**src/rtl/perf_pkg.sv**
```systemverilog
// rtl/perf_pkg.sv - shared state encoding and overflow-mode constants for the perf monitor
package perf_pkg;

   typedef enum logic [1:0] {
      ST_IDLE = 2'd0,
      ST_RUN  = 2'd1,
      ST_DONE = 2'd2
   } state_t;

   localparam int SAT_WRAP = 0;
   localparam int SAT_HOLD = 1;

endpackage

```
**src/rtl/perf_event_counter.sv**
```systemverilog
// rtl/perf_event_counter.sv - one live counter with shadow copy, sticky overflow and optional limit detect
module perf_event_counter
   import perf_pkg::*;
#(
   parameter int CNT_W    = 32,
   parameter int SAT_MODE = SAT_WRAP,
   parameter int LIMIT    = 0
) (
   input  logic             clk_i,
   input  logic             rst_i,
   input  logic             inc,
   input  logic             clr,
   input  logic             snap,
   output logic [CNT_W-1:0] shadow,
   output logic             ovf,
   output logic             limit_hit
);

   // Value the live count holds on the edge that will bring it up to LIMIT
   localparam logic [CNT_W-1:0] LIMIT_M1 = (LIMIT > 0) ? CNT_W'(LIMIT - 1) : '0;

   logic [CNT_W-1:0] live;
   logic             all_ones;

   assign all_ones  = &live;
   assign limit_hit = (LIMIT != 0) && (live == LIMIT_M1);

   // Live count, shadow capture (pre-increment value) and sticky overflow; clear wins over everything
   always_ff @(posedge clk_i or posedge rst_i) begin
      if (rst_i) begin
         live   <= '0;
         shadow <= '0;
         ovf    <= 1'b0;
      end else if (clr) begin
         live   <= '0;
         shadow <= '0;
         ovf    <= 1'b0;
      end else begin
         if (snap) begin
            shadow <= live;
         end
         if (inc) begin
            if (all_ones) begin
               ovf <= 1'b1;
               if (SAT_MODE == SAT_WRAP) begin
                  live <= '0;
               end
            end else begin
               live <= live + CNT_W'(1);
            end
         end
      end
   end

endmodule

```
**src/rtl/pipe_perf_monitor.sv**
```systemverilog
// rtl/pipe_perf_monitor.sv - pipeline performance monitor: run FSM, cycle/event counters and shadow read mux
module pipe_perf_monitor
   import perf_pkg::*;
#(
   parameter int N_EVT       = 4,
   parameter int CNT_W       = 32,
   parameter int SAT_MODE    = SAT_WRAP,
   parameter int CYCLE_LIMIT = 100,
   parameter int SEL_W       = $clog2(N_EVT + 1)
) (
   input  logic             clk_i,
   input  logic             rst_i,
   input  logic             start_i,
   input  logic             clear_i,
   input  logic             snap_i,
   input  logic [N_EVT-1:0] evt_i,
   input  logic [SEL_W-1:0] rd_sel_i,
   output logic [CNT_W-1:0] rd_data_o,
   output logic [N_EVT:0]   ovf_o,
   output logic             running_o,
   output logic             done_o
);

   state_t           state;
   logic             count_en;
   logic             limit_hit;
   logic [N_EVT:0]   inc_vec;
   logic [N_EVT:0]   hit_vec;
   logic [CNT_W-1:0] shadow [N_EVT+1];

   assign count_en  = (state == ST_RUN);
   assign inc_vec   = {evt_i, 1'b1} & {(N_EVT + 1){count_en}};
   // Only the cycle channel carries a nonzero limit, so the OR is the cycle-limit strobe
   assign limit_hit = |hit_vec;
   assign running_o = (state == ST_RUN);
   assign done_o    = (state == ST_DONE);

   // Run control: limit completion beats a pause request; DONE leaves only through clear
   always_ff @(posedge clk_i or posedge rst_i) begin
      if (rst_i) begin
         state <= ST_IDLE;
      end else if (clear_i) begin
         state <= ST_IDLE;
      end else begin
         case (state)
            ST_IDLE: if (start_i) state <= ST_RUN;
            ST_RUN: begin
               if (limit_hit) begin
                  state <= ST_DONE;
               end else if (!start_i) begin
                  state <= ST_IDLE;
               end
            end
            ST_DONE: state <= ST_DONE;
            default: state <= ST_IDLE;
         endcase
      end
   end

   // Channel 0 counts cycles, channel k+1 counts event k
   for (genvar g = 0; g <= N_EVT; g++) begin : g_chan
      perf_event_counter #(
         .CNT_W    (CNT_W),
         .SAT_MODE (SAT_MODE),
         .LIMIT    ((g == 0) ? CYCLE_LIMIT : 0)
      ) u_cnt (
         .clk_i     (clk_i),
         .rst_i     (rst_i),
         .inc       (inc_vec[g]),
         .clr       (clear_i),
         .snap      (snap_i),
         .shadow    (shadow[g]),
         .ovf       (ovf_o[g]),
         .limit_hit (hit_vec[g])
      );
   end

   // Shadow read mux; selects beyond the last channel read as zero
   always_comb begin
      rd_data_o = '0;
      for (int k = 0; k <= N_EVT; k++) begin
         if (rd_sel_i == SEL_W'(k)) begin
            rd_data_o = shadow[k];
         end
      end
   end

endmodule

```
**config.mk**
```make
export PLATFORM = sky130hd
export DESIGN_NAME = pipe_perf_monitor
export DESIGN_NICKNAME = d
export VERILOG_FILES = /design/src/rtl/perf_pkg.sv /design/src/rtl/perf_event_counter.sv /design/src/rtl/pipe_perf_monitor.sv
export SDC_FILE = /design/constraint.sdc
export NUM_CORES = 1
export LEC_CHECK = 0
export ABC_AREA = 1
export CAP_MARGIN = 20
export CORE_MARGIN = 2
export CORE_UTILIZATION = 55
export CTS_CLUSTER_DIAMETER = 150
export CTS_CLUSTER_SIZE = 14
export DETAILED_ROUTE_END_ITERATION = 16
export GPL_TIMING_DRIVEN = 0
export MAX_ROUTING_LAYER = met4
export PLACE_DENSITY_LB_ADDON = 0.1
export SLEW_MARGIN = 0
export SYNTH_ARGS = -nofsm -noshare
export SYNTH_HDL_FRONTEND = slang
export SYNTH_SLANG_ARGS = --single-unit
```
**constraint.sdc**
```tcl
create_clock -name clk_i -period 12.8 [get_ports clk_i]
set_input_delay 2.56 -clock clk_i [delete_from_list [all_inputs] [get_ports clk_i]]
set_output_delay 2.56 -clock clk_i [all_outputs]
set_load 0.03 [all_outputs]
```
==> summary.txt <==
=====================================================================================
Endpoint class of the critical path ....................................  output port
Combinational family with the most area after synthesis ................ simple AND/OR/NAND/NOR gates
Power density over the cells ...........................................  102 nW/um^2
Gp weighted congestion .................................................        0.954
Total of max-cap violations ............................................            0
Diodes inserted ........................................................            0
Synthesized instance count .............................................         2308
Placed instance area ...................................................   18200 um^2
Port-buffer cells ......................................................           50
Start point of the worst hold path ..................................... g_chan[3].u_cnt.ovf
Commonest cells after routing, fill and taps aside ..................... sky130_fd_sc_hd__nand2_1, sky130_fd_sc_hd__nor2_1, sky130_fd_sc_hd__inv_1, sky130_fd_sc_hd__dfrtp_1, sky130_fd_sc_hd__nand3_1
Gr ovfl total ..........................................................            0
Multiplexer share of the synthesized area ..............................           0%
Static leakage .........................................................      8.05 nW
Chip Width .............................................................       181 um
Number of antenna violations at the first check in global routing ......            0
Die outline height .....................................................       181 um
Via count of the first global-routing pass .............................        15092
Post-route cell area ...................................................   18900 um^2
Total number of vias ...................................................        15717
Pin count of the biggest net entering global routing ...................          113
Global-route wire length before repair .................................      84.0 mm
# H-tree levels ........................................................            1
Avg Vias per Cell ......................................................         5.65
Proportion of synthesized chip area in sequential cells ................        47.7%
Clock insertion delay at the later pin of the skew report ..............      0.55 ns
Core Box Area ..........................................................   30700 um^2
Post-detailed-placement half-perimeter wirelength ......................      41.0 mm
DRT antenna net count ..................................................            0
Cell with the largest stage delay on the worst path .................... sky130_fd_sc_hd__clkdlybuf4s50_1
Final Hold Fails .......................................................            0
Starting density of the core ...........................................        56.0%
Kind of critical path .................................................. primary input to output port
Setup skew after layout ................................................    0.0136 ns
Worst-case setup slack after placement .................................      5.09 ns
Sum of routed wire length over all layers ..............................      53.6 mm
Class of the tightest hold or removal check ............................ flip-flop to flip-flop
Routed length per instance .............................................      19.3 um
Most frequent standard cell in the layout excluding fill and tap cells . sky130_fd_sc_hd__nand2_1
Fin nets ...............................................................         2406
Unrepaired setup endpoints after global routing ........................        false
First-pass iteration count of the detailed router ......................            8
Die Outline Area .......................................................   32600 um^2
Dominant synthesized flop cell ......................................... sky130_fd_sc_hd__dfrtp_1
Drt initial violations .................................................         1519
Critical Path Start Type ............................................... primary input
Slowest stage delay, CP ................................................      0.63 ns
TritonCTS clock tree ...................................................          yes
Max rail drop VDD ......................................................     0.101 mV
Tcrit/Tclk final .......................................................        61.1%
Fraction of registers with async set or reset after synthesis ..........         100%
Buffer levels on the longest clock path ................................            3
Number of synthesized flops with an enable pin .........................            0
Post-synthesis instance area ...........................................   17200 um^2
Final count of negative-setup-slack endpoints ..........................            0
Data arrival time of the critical path .................................      5.27 ns
Share of the synthesized netlist area taken by xor and xnor gates ......        3.52%
Avg Inst Size Synth ....................................................    7.44 um^2
YS warnings ............................................................            0
Clock-pin transition on the worst setup and hold timing paths ..........      0.07 ns
Area overhead of the layout relative to synthesis ......................        10.2%
Final WS setup .........................................................      4.97 ns
R2r startpoint ......................................................... g_chan[4].u_cnt.live[10]
Slew headroom ..........................................................        45.5%
F_max ..................................................................      128 MHz
Setup total negative slack .............................................         0 ns
Area fraction in and, or, nand and nor cells after synthesis ...........        28.9%
Share of the synthesized area in compound gates (AO/OA/AOI/OAI) ........        9.04%
Overall fraction of global-route tracks in use .........................        34.0%
Number of nets produced by synthesis ...................................         2325
Hold Buf Count CTS .....................................................            0
Synthesized flop and latch total .......................................          327
Worst path cell trace .................................................. clkdlybuf4s50_1, inv_1, nand3_1, clkbuf_1, o22ai_1, a21oi_1, nand3_1, clkdlybuf4s50_1
Post-detailed-route DRC marker count ...................................            0
Total number of placement rows .........................................           64
I/O pin count ..........................................................           51
Layout cells sized above 1 .............................................        4.36%
Required time of the worst setup path ..................................     10.24 ns
Clk sinks ..............................................................          327
Adder and majority cell fraction of the synthesized area ...............       0.364%
Post-CTS Setup Bufs ....................................................            0
Cell variety after synth ...............................................           30
Critical path peak fanout ..............................................           10
Shortest period the worst path allows ..................................      7.83 ns
Worst setup path startpoint ............................................  rd_sel_i[0]
Number of cells upsized or downsized after cts .........................            0
Worst Max-Slew Pin Slew ................................................     0.817 ns
TritonCTS Buffers ......................................................           27
Run status ............................................................. finished, final reports clean
Root buffer cell ....................................................... sky130_fd_sc_hd__clkbuf_16
Total count of max-transition violations in the final report ...........            0
=====================================================================================
==> power breakdown <==
group | switching [mW] | leakage (nW) | internal [mW]
Sequential | 0.00976 | 4.55 | 1.04
Clock | 0.373 | 0.339 | 0.373
Combinational | 0.102 | 3.16 | 0.0322
Total | 0.485 | 8.05 | 1.45
==> flip-flops by register name, summed over array words and instances, names as in the netlist <==
register / cells
g_chan.u_cnt.live: 160
g_chan.u_cnt.shadow: 160
g_chan.u_cnt.ovf: 5
state: 2
==> worst paths after layout <==
path,end,slack (ns),cells after the start
min,g_chan[3].u_cnt.ovf,0.52,2
max reg2reg,g_chan[4].u_cnt.live[21],10.71,10
min in group asynchronous,g_chan[4].u_cnt.ovf,2.54,2
max,rd_data_o[19],4.97,8
min reg2reg,g_chan[3].u_cnt.ovf,0.52,2
max in group asynchronous,g_chan[3].u_cnt.live[23],9.19,3
==> logic make-up after synthesis <==
kind of cell / count (synthesis)
AO/OA/AOI/OAI: 276
XOR/XNOR: 69
adder cells (fa/ha/maj): 5
buffers and inverters: 448
flip-flops: 327
AND/OR/NAND/NOR: 1183
==> cells in the mapped netlist (2+ instances only) <==
library cell | count | area (um^2)
sky130_fd_sc_hd__a21oi_1 | 55 | 275
sky130_fd_sc_hd__and2_1 | 5 | 31.3
sky130_fd_sc_hd__buf_1 | 5 | 18.8
sky130_fd_sc_hd__buf_2 | 23 | 115
sky130_fd_sc_hd__buf_4 | 13 | 97.6
sky130_fd_sc_hd__buf_6 | 5 | 56.3
sky130_fd_sc_hd__clkbuf_1 | 41 | 154
sky130_fd_sc_hd__clkinv_2 | 2 | 10.0
sky130_fd_sc_hd__dfrtp_1 | 327 | 8180
sky130_fd_sc_hd__ha_1 | 5 | 62.6
sky130_fd_sc_hd__inv_1 | 353 | 1330
sky130_fd_sc_hd__inv_2 | 6 | 22.5
sky130_fd_sc_hd__nand2_1 | 499 | 1870
sky130_fd_sc_hd__nand2_2 | 6 | 37.5
sky130_fd_sc_hd__nand3_1 | 220 | 1100
sky130_fd_sc_hd__nand4_1 | 55 | 344
sky130_fd_sc_hd__nor2_1 | 358 | 1340
sky130_fd_sc_hd__nor2_2 | 12 | 75.1
sky130_fd_sc_hd__nor3_1 | 23 | 115
sky130_fd_sc_hd__o21ai_0 | 84 | 420
sky130_fd_sc_hd__o21ai_1 | 5 | 25.0
sky130_fd_sc_hd__o21ai_2 | 2 | 17.5
sky130_fd_sc_hd__o22ai_1 | 130 | 813
sky130_fd_sc_hd__xnor2_1 | 8 | 70.1
sky130_fd_sc_hd__xor2_1 | 61 | 534
==> worst max-delay path, delay by kind of cell <==
family,cells,cell delay (ns)
compound gates,2,0.61
buf+inv,4,1.67
simple gates,2,0.42
==> final cells by class <==
type / instances / area, um^2
clock buffer: 27 / 676
fill: 2819 / 11800
inverter: 361 / 1370
clock inverter: 1 / 11.3
timing repair buffer: 52 / 556
sequential: 327 / 8180
buffer: 87 / 442
multi-input combinational: 1533 / 7180
tap: 396 / 495
==> stage by stage <==
stage                     utilization [%]  cells  hold WS, ns  total power [mW]
after global placement               59.2   2754        0.507              1.20
after CTS                            61.7   2784        0.521              1.94
after detailed placement             59.4   2756        0.510              1.21
after floorplan                         -   2308        0.490              1.15
final                                61.7   2784        0.518              1.93
after global routing                 61.7   2784        0.547              2.00
==> layer usage <==
metal  part of all wire [%]  vias to the layer above  routed length [um]  track usage (%)
met1                     43                     7547               23000             45.6
met5                      0                        -                   0                -
li1                       -                     7491                   -                -
met4                    4.0                        0                2130             11.8
met3                    7.0                      103                3770             4.24
met2                     46                      576               24800             53.6
(Power assumes the default switching activity.)
